File: config.mk
export PLATFORM = sky130hd
export DESIGN_NAME = register_file_block
export DESIGN_NICKNAME = d
export VERILOG_FILES = /design/src/rtl/register_file_block_pkg.sv /design/src/rtl/register_file_block_scoreboard.sv /design/src/rtl/register_file_block.sv
export SDC_FILE = /design/constraint.sdc
export NUM_CORES = 1
export LEC_CHECK = 0
export CAP_MARGIN = 5
export CORE_MARGIN = 2
export CORE_UTILIZATION = 35
export CTS_BUF_LIST = sky130_fd_sc_hd__clkbuf_16
export DETAILED_ROUTE_END_ITERATION = 12
export DONT_BUFFER_PORTS = 1
export PLACE_DENSITY = 0.56
export SLEW_MARGIN = 20
export SYNTH_ARGS = -nofsm -noshare
export SYNTH_HDL_FRONTEND = slang
export SYNTH_SLANG_ARGS = --single-unit
File: constraint.sdc
create_clock -name clk -period 1.47 [get_ports clk]
set_input_delay 0.147 -clock clk [delete_from_list [all_inputs] [get_ports clk]]
set_output_delay 0.147 -clock clk [all_outputs]
set_load 0.03 [all_outputs]
File: src/rtl/register_file_block_pkg.sv
// Shared processor constants used by the register file and the write-back block.
//   RF_DATA_W : register data width in bits
//   RF_ADDR_W : register address width (2**RF_ADDR_W registers)
//   ZERO_REG  : index of the hard-wired zero register
package register_file_block_pkg;
  localparam int RF_DATA_W = 8;
  localparam int RF_ADDR_W = 3;
  localparam int ZERO_REG  = 0;
endpackage

File: src/rtl/register_file_block_scoreboard.sv
// reg_scoreboard: one pending bit per register, set when an instruction with
// a register destination issues and cleared on write-back.
// Ports:
//   clk, reset                 rising-edge clock, synchronous active-high reset
//   set_en_i / set_addr_i      issue strobe and destination
//   clr_en_i / clr_addr_i      write-back strobe and destination
//   rs_addr_i / rt_addr_i      operand addresses being queried
//   rs_blocked_o / rt_blocked_o operand must wait for a write-back
module reg_scoreboard
  import register_file_block_pkg::*;
#(
  parameter int ADDR_W = RF_ADDR_W
) (
  input  logic              clk,
  input  logic              reset,
  input  logic              set_en_i,
  input  logic [ADDR_W-1:0] set_addr_i,
  input  logic              clr_en_i,
  input  logic [ADDR_W-1:0] clr_addr_i,
  input  logic [ADDR_W-1:0] rs_addr_i,
  input  logic [ADDR_W-1:0] rt_addr_i,
  output logic              rs_blocked_o,
  output logic              rt_blocked_o
);
  localparam int NREG = 2**ADDR_W;
  localparam logic [ADDR_W-1:0] ZADDR = ADDR_W'(ZERO_REG);

  logic [NREG-1:0] pend_q, pend_d;

  // Clear first, then set: an issue and a write-back to the same register
  // in one cycle leave it pending (the newer producer is still in flight).
  always_comb begin
    pend_d = pend_q;
    if (clr_en_i) pend_d[clr_addr_i] = 1'b0;
    if (set_en_i) pend_d[set_addr_i] = 1'b1;
    pend_d[ZERO_REG] = 1'b0;
  end

  always_ff @(posedge clk) begin
    if (reset) pend_q <= '0;
    else       pend_q <= pend_d;
  end

  // A same-cycle write-back releases the operand because the read bypasses it.
  // Queries use pend_q, so a same-cycle issue does not block its own read.
  assign rs_blocked_o = (rs_addr_i != ZADDR) && pend_q[rs_addr_i] &&
                        !(clr_en_i && (clr_addr_i == rs_addr_i));
  assign rt_blocked_o = (rt_addr_i != ZADDR) && pend_q[rt_addr_i] &&
                        !(clr_en_i && (clr_addr_i == rt_addr_i));
endmodule

File: src/rtl/register_file_block.sv
// register_file_block: 2**ADDR_W x DATA_W register file with write-back
// bypass, registered operand outputs and a pending-register scoreboard.
// Ports:
//   clk, reset              rising-edge clock, synchronous active-high reset
//   wb_en/wb_addr/wb_data   write-back port
//   issue_en/issue_addr     destination of an instruction leaving decode
//   rd_en/rs_addr/rt_addr   operand read request
//   rs_data/rt_data         registered operand values
//   rd_valid                operands hold a completed read
//   stall                   read request hits a pending register (comb.)
module register_file_block
  import register_file_block_pkg::*;
#(
  parameter int DATA_W = RF_DATA_W,
  parameter int ADDR_W = RF_ADDR_W
) (
  input  logic              clk,
  input  logic              reset,
  input  logic              wb_en,
  input  logic [ADDR_W-1:0] wb_addr,
  input  logic [DATA_W-1:0] wb_data,
  input  logic              issue_en,
  input  logic [ADDR_W-1:0] issue_addr,
  input  logic              rd_en,
  input  logic [ADDR_W-1:0] rs_addr,
  input  logic [ADDR_W-1:0] rt_addr,
  output logic [DATA_W-1:0] rs_data,
  output logic [DATA_W-1:0] rt_data,
  output logic              rd_valid,
  output logic              stall
);
  localparam int NREG = 2**ADDR_W;
  localparam logic [ADDR_W-1:0] ZADDR = ADDR_W'(ZERO_REG);

  logic [NREG-1:0][DATA_W-1:0] regs_q;
  logic [DATA_W-1:0]           rs_data_q, rs_data_d;
  logic [DATA_W-1:0]           rt_data_q, rt_data_d;
  logic                        rd_valid_q;
  logic                        wr_hit, iss_hit, rs_blk, rt_blk, rd_fire;

  assign wr_hit  = wb_en    && (wb_addr    != ZADDR);
  assign iss_hit = issue_en && (issue_addr != ZADDR);

  reg_scoreboard #(.ADDR_W(ADDR_W)) u_sb (
    .clk          (clk),
    .reset        (reset),
    .set_en_i     (iss_hit),
    .set_addr_i   (issue_addr),
    .clr_en_i     (wr_hit),
    .clr_addr_i   (wb_addr),
    .rs_addr_i    (rs_addr),
    .rt_addr_i    (rt_addr),
    .rs_blocked_o (rs_blk),
    .rt_blocked_o (rt_blk)
  );

  assign stall   = !reset && rd_en && (rs_blk || rt_blk);
  assign rd_fire = rd_en && !stall;

  // Operand bypass: an in-flight write-back wins over the array; register 0
  // is forced to zero last.
  always_comb begin
    rs_data_d = regs_q[rs_addr];
    if (wr_hit && (wb_addr == rs_addr)) rs_data_d = wb_data;
    if (rs_addr == ZADDR)               rs_data_d = '0;
    rt_data_d = regs_q[rt_addr];
    if (wr_hit && (wb_addr == rt_addr)) rt_data_d = wb_data;
    if (rt_addr == ZADDR)               rt_data_d = '0;
  end

  always_ff @(posedge clk) begin
    if (reset) begin
      regs_q     <= '0;
      rs_data_q  <= '0;
      rt_data_q  <= '0;
      rd_valid_q <= 1'b0;
    end else begin
      if (wr_hit) regs_q[wb_addr] <= wb_data;
      rd_valid_q <= rd_fire;
      if (rd_fire) begin
        rs_data_q <= rs_data_d;
        rt_data_q <= rt_data_d;
      end
    end
  end

  assign rs_data  = rs_data_q;
  assign rt_data  = rt_data_q;
  assign rd_valid = rd_valid_q;
endmodule

==> results of run 1 <==
==> how the worst min path moves through the flow <==
stage	slack [ps]	from	cells after the start	to
floorplan	300	issue_addr[1]	2	u_sb.pend_q[7]
global placement	230	reset	1	regs_q[18]
detailed placement	230	reset	1	regs_q[58]
CTS	4	wb_data[2]	2	rs_data[2]
global route	10	wb_data[0]	2	rt_data[0]
finish	7	rd_en	2	rt_data[2]
==> final cells by class <==
type / count / area (um2)
Clock buffer: 9 / 225
Multi-Input combinational cell: 359 / 2680
Tap cell: 172 / 215
Clock inverter: 7 / 95.1
Sequential cell: 88 / 1760
Fill cell: 1171 / 6610
Timing Repair Buffer: 103 / 982
==> cell usage in the layout (no fill, tap or decap), types with 2 or more instances in the layout <==
cell type	n
inv_6	2
o2bb2ai_1	5
a21oi_1	69
mux4_2	32
nor2b_1	16
dfxtp_2	2
a32oi_1	4
nor4_4	2
mux2i_1	18
nand4_1	2
bufinv_16	2
nand2_1	118
a31oi_1	2
xor2_2	2
dfxtp_1	86
xor2_1	4
buf_4	26
nand4b_4	2
nand3_1	5
clkbuf_16	9
nand2b_1	12
nor3_1	3
a221o_1	2
o211ai_1	4
a31oi_4	2
mux2_2	5
o2bb2ai_2	7
nand3_4	3
dlygate4sd3_1	74
a211oi_1	2
nor2_1	32
==> per-stage QoR <==
step                      setup slack (ps)  hold WS, ps  instances
after detailed placement              -107          230        643
after global placement               -47.1          228        643
after floorplan                      -50.5          297        480
final                                 -270         6.96        738
after CTS                             -279         4.07        738
after global routing                  -316         9.99        738
==> power by group <==
| part | internal (W) | leakage, nW | switching, W |
|---|---|---|---|
| combinational | 0.000282 | 1.42 | 0.000233 |
| clock | 0.00150 | 0.162 | 0.00101 |
| sequential | 0.00243 | 0.713 | 0.0000538 |
==> sequential cells by signal, indices dropped and copies added (netlist names) <==
signal	flops
rt_data	8
u_sb.pend_q	7
regs_q	64
rd_valid	1
rs_data	8
==> worst reg2reg max path: cells and delay by family, from the launching register on <==
kind | cells | cell delay [ps]
AO/OA/AOI/OAI | 3 | 630
flip-flops | 1 | 330
multiplexers | 1 | 260
AND/OR/NAND/NOR | 1 | 120
buffers and inverters | 2 | 260
==> per-layer routing <==
layer,GRT usage,wire [um],vias to the layer above
met5,0,0,-
met4,0.0863,316,0
met3,0.0494,1100,24
met2,0.389,7060,154
met1,0.263,5860,1976
li1,-,-,1868
==> logic make-up after synthesis <==
| group | synth area share |
|---|---|
| AO/OA/AOI/OAI | 0.140 |
| flip-flops | 0.394 |
| XOR/XNOR | 0.0118 |
| AND/OR/NAND/NOR | 0.201 |
| multiplexers | 0.217 |
| buffers and inverters | 0.0367 |
==> what timing repair did <==
action,CTS,global route
pin swaps,5,5
hold buffers,74,0
setup endpoints to repair,17,19
gates cloned,1,0
buffers inserted,4,1
endpoints found under the hold margin,85,0
resized for setup,12,13
==> results.json, run 1 <==
{
  "min_path_type": "input pin to register",
  "track_usage": 0.221,
  "fin_tns_setup_ps": -3540,
  "initial_core_util": 0.356,
  "cts_made_buffers": 9,
  "worstPathMaxFanout": 3,
  "vias": 4022,
  "synthTopCellsByArea": "dfxtp_1, mux4_2, nand2_1",
  "avgSynthCellArea_um2": 9.31,
  "ctsLongestPathBuffers": 2,
  "syn_area_um2": 4470,
  "drive_gt1_frac": 0.186,
  "synth_nets": 505,
  "cp_cell_sequence": "mux2_4 > a221o_1 > nand4b_4 > a21oi_2 > buf_6",
  "layout.nets": 586,
  "h-tree-depth": 3,
  "drt-pass1-iter-count": 9,
  "worstPathArrival_ps": 1590,
  "yosysTopAreaCell": "dfxtp_1",
  "clkTransAtPathRegs_ps": 70,
  "synthFlopType": "dfxtp_1",
  "grt_pass1_wl_um": 22600,
  "synth.top_cells.by_count": "nand2_1, dfxtp_1, a21oi_1",
  "p_leak_nw": 2.29,
  "drt_iter0_markers": 319,
  "postPlaceCellArea_um2": 4740,
  "synthArstFlopShare": 0,
  "startpoint": "u_sb.pend_q[1]",
  "antenna_found_initial": 0,
  "grt_pass1_vias": 4139,
  "ys_seq_area_frac": 0.394,
  "yosysMostFrequentCell": "nand2_1",
  "syn_to_final_growth_pct": 33.3,
  "cpPeakStageDelay_ps": 330,
  "yosysUniqueCellTypes": 32,
  "cts_tree": "done",
  "cpMaxStageDelayCell": "dfxtp_2",
  "grt_max_degree": 77,
  "cp-endpoint": "stall",
  "slew_viol_final": 0,
  "clkSinkCount": 88,
  "ir_drop_uv": 581,
  "max_slew_margin": 0.636,
  "violations": "negative setup slack",
  "clock-root-buffer": "clkbuf_16",
  "die_h_um": 117,
  "drt-total-wl_um": 14300,
  "place_congestion": 0.763,
  "yosys_warnings": 0,
  "worst_ep_required_time_ps": 1320,
  "finalCritPeriodShare": 1.18,
  "crit_cells": 5,
  "std_cell_rows": 41,
  "max_freq_mhz": 575,
  "maxCapViolCount": 0,
  "dp_hpwl_um": 8580,
  "hold_violations": 0,
  "status": "complete, but fails checks",
  "synth_seq_cells": 88,
  "dieWidth_um": 117,
  "max_slew.worst_pin.slew_ps": 546,
  "finalCriticalPeriod_ps": 1740,
  "rsz0062_at_grt": "true",
  "wire_per_inst_um": 19.4,
  "setup_viol_count_final": 18,
  "r2r.worst_path.cells": 7,
  "cp_top_family": "compound AO/OA/AOI/OAI gates",
  "num_antenna_cells": 0,
  "r2r-start": "u_sb.pend_q[3]",
  "gr-total-overflow": 0,
  "ios": 43,
  "total_power_w": 0.00551,
  "cp-start-kind": "register",
  "timing.rr.end": "rs_data[6]",
  "clk_latency_ps": 350,
  "viasPerCell": 5.45,
  "critPathKind": "register to primary output",
  "ff2ff_setup_slack_ps": -230,
  "final_area_um2": 5960,
  "dieArea_um2": 13700,
  "synth_edf_count": 0,
  "syn_inst": 480,
  "fin_util": 0.474,
  "finalWorstSetupSlack_ps": -270,
  "drc": 0,
  "synth_top_area_frac": 0.394,
  "port_buffers": 0,
  "worstSetupEndpointType": "primary output",
  "crit_buf_inv": 1,
  "ant_nets": 0,
  "coreArea_um2": 12600,
  "skew_ps": 7.65,
  "p_per_area_nw_per_um2": 924
}
No activity file was read; power rests on OpenSTA's default activity.
==> run 2: changes to the inputs <==
- CAP_MARGIN: 5 -> 20
==> results of run 2 <==
The final DEF is identical to that of run 1; final timing and power are the same.
==> run 3: changes to the inputs <==
- CELL_PAD_IN_SITES_DETAIL_PLACEMENT: unset -> 0
- CELL_PAD_IN_SITES_GLOBAL_PLACEMENT: unset -> 1
- PLACE_DENSITY: 0.56 -> 0.67
- SLEW_MARGIN: 20 -> 10
==> results.json, run 3 (synthesized netlist as in run 1, its figures left out) <==
{
  "die_h_um": 117,
  "ant_nets": 0,
  "track_usage": 0.222,
  "ir_drop_uv": 521,
  "cts_tree": "done",
  "final_area_um2": 5490,
  "initial_core_util": 0.356,
  "port_buffers": 0,
  "wire_per_inst_um": 21.0,
  "layout_common_cells": "nand2_1, dfxtp_1, a21oi_1, dlygate4sd3_1",
  "grt_pass1_vias": 3719,
  "drt_iter0_markers": 307,
  "worstSetupEndpointType": "primary output",
  "antenna_found_initial": 1,
  "drive_gt1_frac": 0.176,
  "worst_ep_required_time_ps": 1320,
  "layout.nets": 548,
  "drc": 0,
  "std_cell_rows": 41,
  "syn_to_final_growth_pct": 22.8,
  "ctsLongestPathBuffers": 2,
  "dp_hpwl_um": 8690,
  "finalCritPeriodShare": 1.16,
  "h-tree-depth": 3,
  "critPathKind": "register to primary output",
  "cp-start-kind": "register",
  "maxCapViolCount": 0,
  "finalWorstSetupSlack_ps": -242,
  "p_leak_nw": 1.95,
  "grt_pass1_wl_um": 21900,
  "clkTransAtPathRegs_ps": 70,
  "clk_latency_ps": 340,
  "clock-root-buffer": "clkbuf_16",
  "clkSinkCount": 88,
  "final_common_cell": "nand2_1",
  "max_slew_margin": 0.667,
  "fin_util": 0.437,
  "largest_reg_flops": 64,
  "grt_max_degree": 45,
  "min_path_type": "input pin to register",
  "violations": "negative setup slack",
  "max_freq_mhz": 584,
  "max_slew.worst_pin.slew_ps": 496,
  "status": "complete, but fails checks",
  "skew_ps": 7.83,
  "rsz0062_at_grt": "true",
  "viasPerCell": 5.49,
  "top_register": "regs_q",
  "finalCriticalPeriod_ps": 1710,
  "p_per_area_nw_per_um2": 940,
  "drt-pass1-iter-count": 5,
  "total_power_w": 0.00516,
  "worstPathArrival_ps": 1560,
  "num_antenna_cells": 0,
  "coreArea_um2": 12600,
  "slew_viol_final": 0,
  "ios": 43,
  "postPlaceCellArea_um2": 4720,
  "setup_viol_count_final": 17,
  "cts_made_buffers": 9,
  "vias": 3843,
  "gr-total-overflow": 0,
  "hold_violations": 0,
  "worstPathMaxFanout": 3,
  "dieArea_um2": 13700,
  "drt-total-wl_um": 14700,
  "place_congestion": 0.744,
  "dieWidth_um": 117
}
## run 3: cell count changes in the layout (fill, tap and decap cells not counted), moves of 2 or more
| cell | before | now |
|---|---|---|
| dlygate4sd3_1 | 74 | 40 |
| nand3_4 | 3 | 1 |
| o2bb2ai_2 | 7 | 1 |
| nand3_2 | 0 | 2 |
| bufinv_16 | 2 | 0 |
| o2bb2ai_1 | 5 | 11 |
| clkinvlp_4 | 0 | 3 |
| buf_4 | 26 | 22 |
## run 3: worst max-delay path, stage by stage (launching register included)
cell and delay [ps]:
dfxtp_2 320, mux2_2 250, a221o_1 340, nand4b_4 110, a21oi_2 60, buf_6 140
## run 3: metrics by stage
step | cells | setup TNS (ps) | setup WS, ps | hold slack (ps)
6_report | 700 | -2770 | -242 | 14.0
5_1_grt | 700 | -3910 | -305 | 26.1
4_1_cts | 699 | -3200 | -278 | 0.582
3_5_place_dp | 639 | -1390 | -114 | 228
3_3_place_gp | 639 | -832 | -89.1 | 228
2_1_floorplan | 480 | -495 | -50.5 | 297
## run 3: final timing paths
check            startpoint          to  slack, ps  depth (start not counted)
max          u_sb.pend_q[1]       stall       -240                          5
min              wb_data[7]  rt_data[7]         10                          2
max reg2reg  u_sb.pend_q[1]  rs_data[1]       -170                          6
min reg2reg      regs_q[48]  regs_q[48]        470                          2
## run 3: layer usage
| metal | GRT usage | up-vias | part of all wire |
|---|---|---|---|
| met5 | 0 | - | 0 |
| met4 | 0.0667 | 0 | 0.015 |
| met3 | 0.0530 | 16 | 0.082 |
| met2 | 0.353 | 150 | 0.47 |
| met1 | 0.300 | 1874 | 0.43 |
| li1 | - | 1803 | - |
## run 3: report_power, final
group | switching (W) | internal [W] | total, W
Clock | 0.00101 | 0.00115 | 0.00216
Sequential | 0.0000528 | 0.00243 | 0.00248
Combinational | 0.000261 | 0.000261 | 0.000522
Total | 0.00132 | 0.00384 | 0.00516
## run 3: final cells by class
type	count	area, um2
Fill cell	1209	7080
Timing Repair Buffer	65	617
Multi-Input combinational cell	359	2620
Clock inverter	7	47.5
Clock buffer	9	225
Tap cell	172	215
Sequential cell	88	1760
## run 3: repair_timing
item                       4_1_cts  5_1_grt
hold buffers                    41        1
resized for setup                5        3
hold endpoints to repair        73       10
setup endpoints to repair       17       19
buffers inserted                 3        0
cloned                           0        1
pin swaps                        4        2
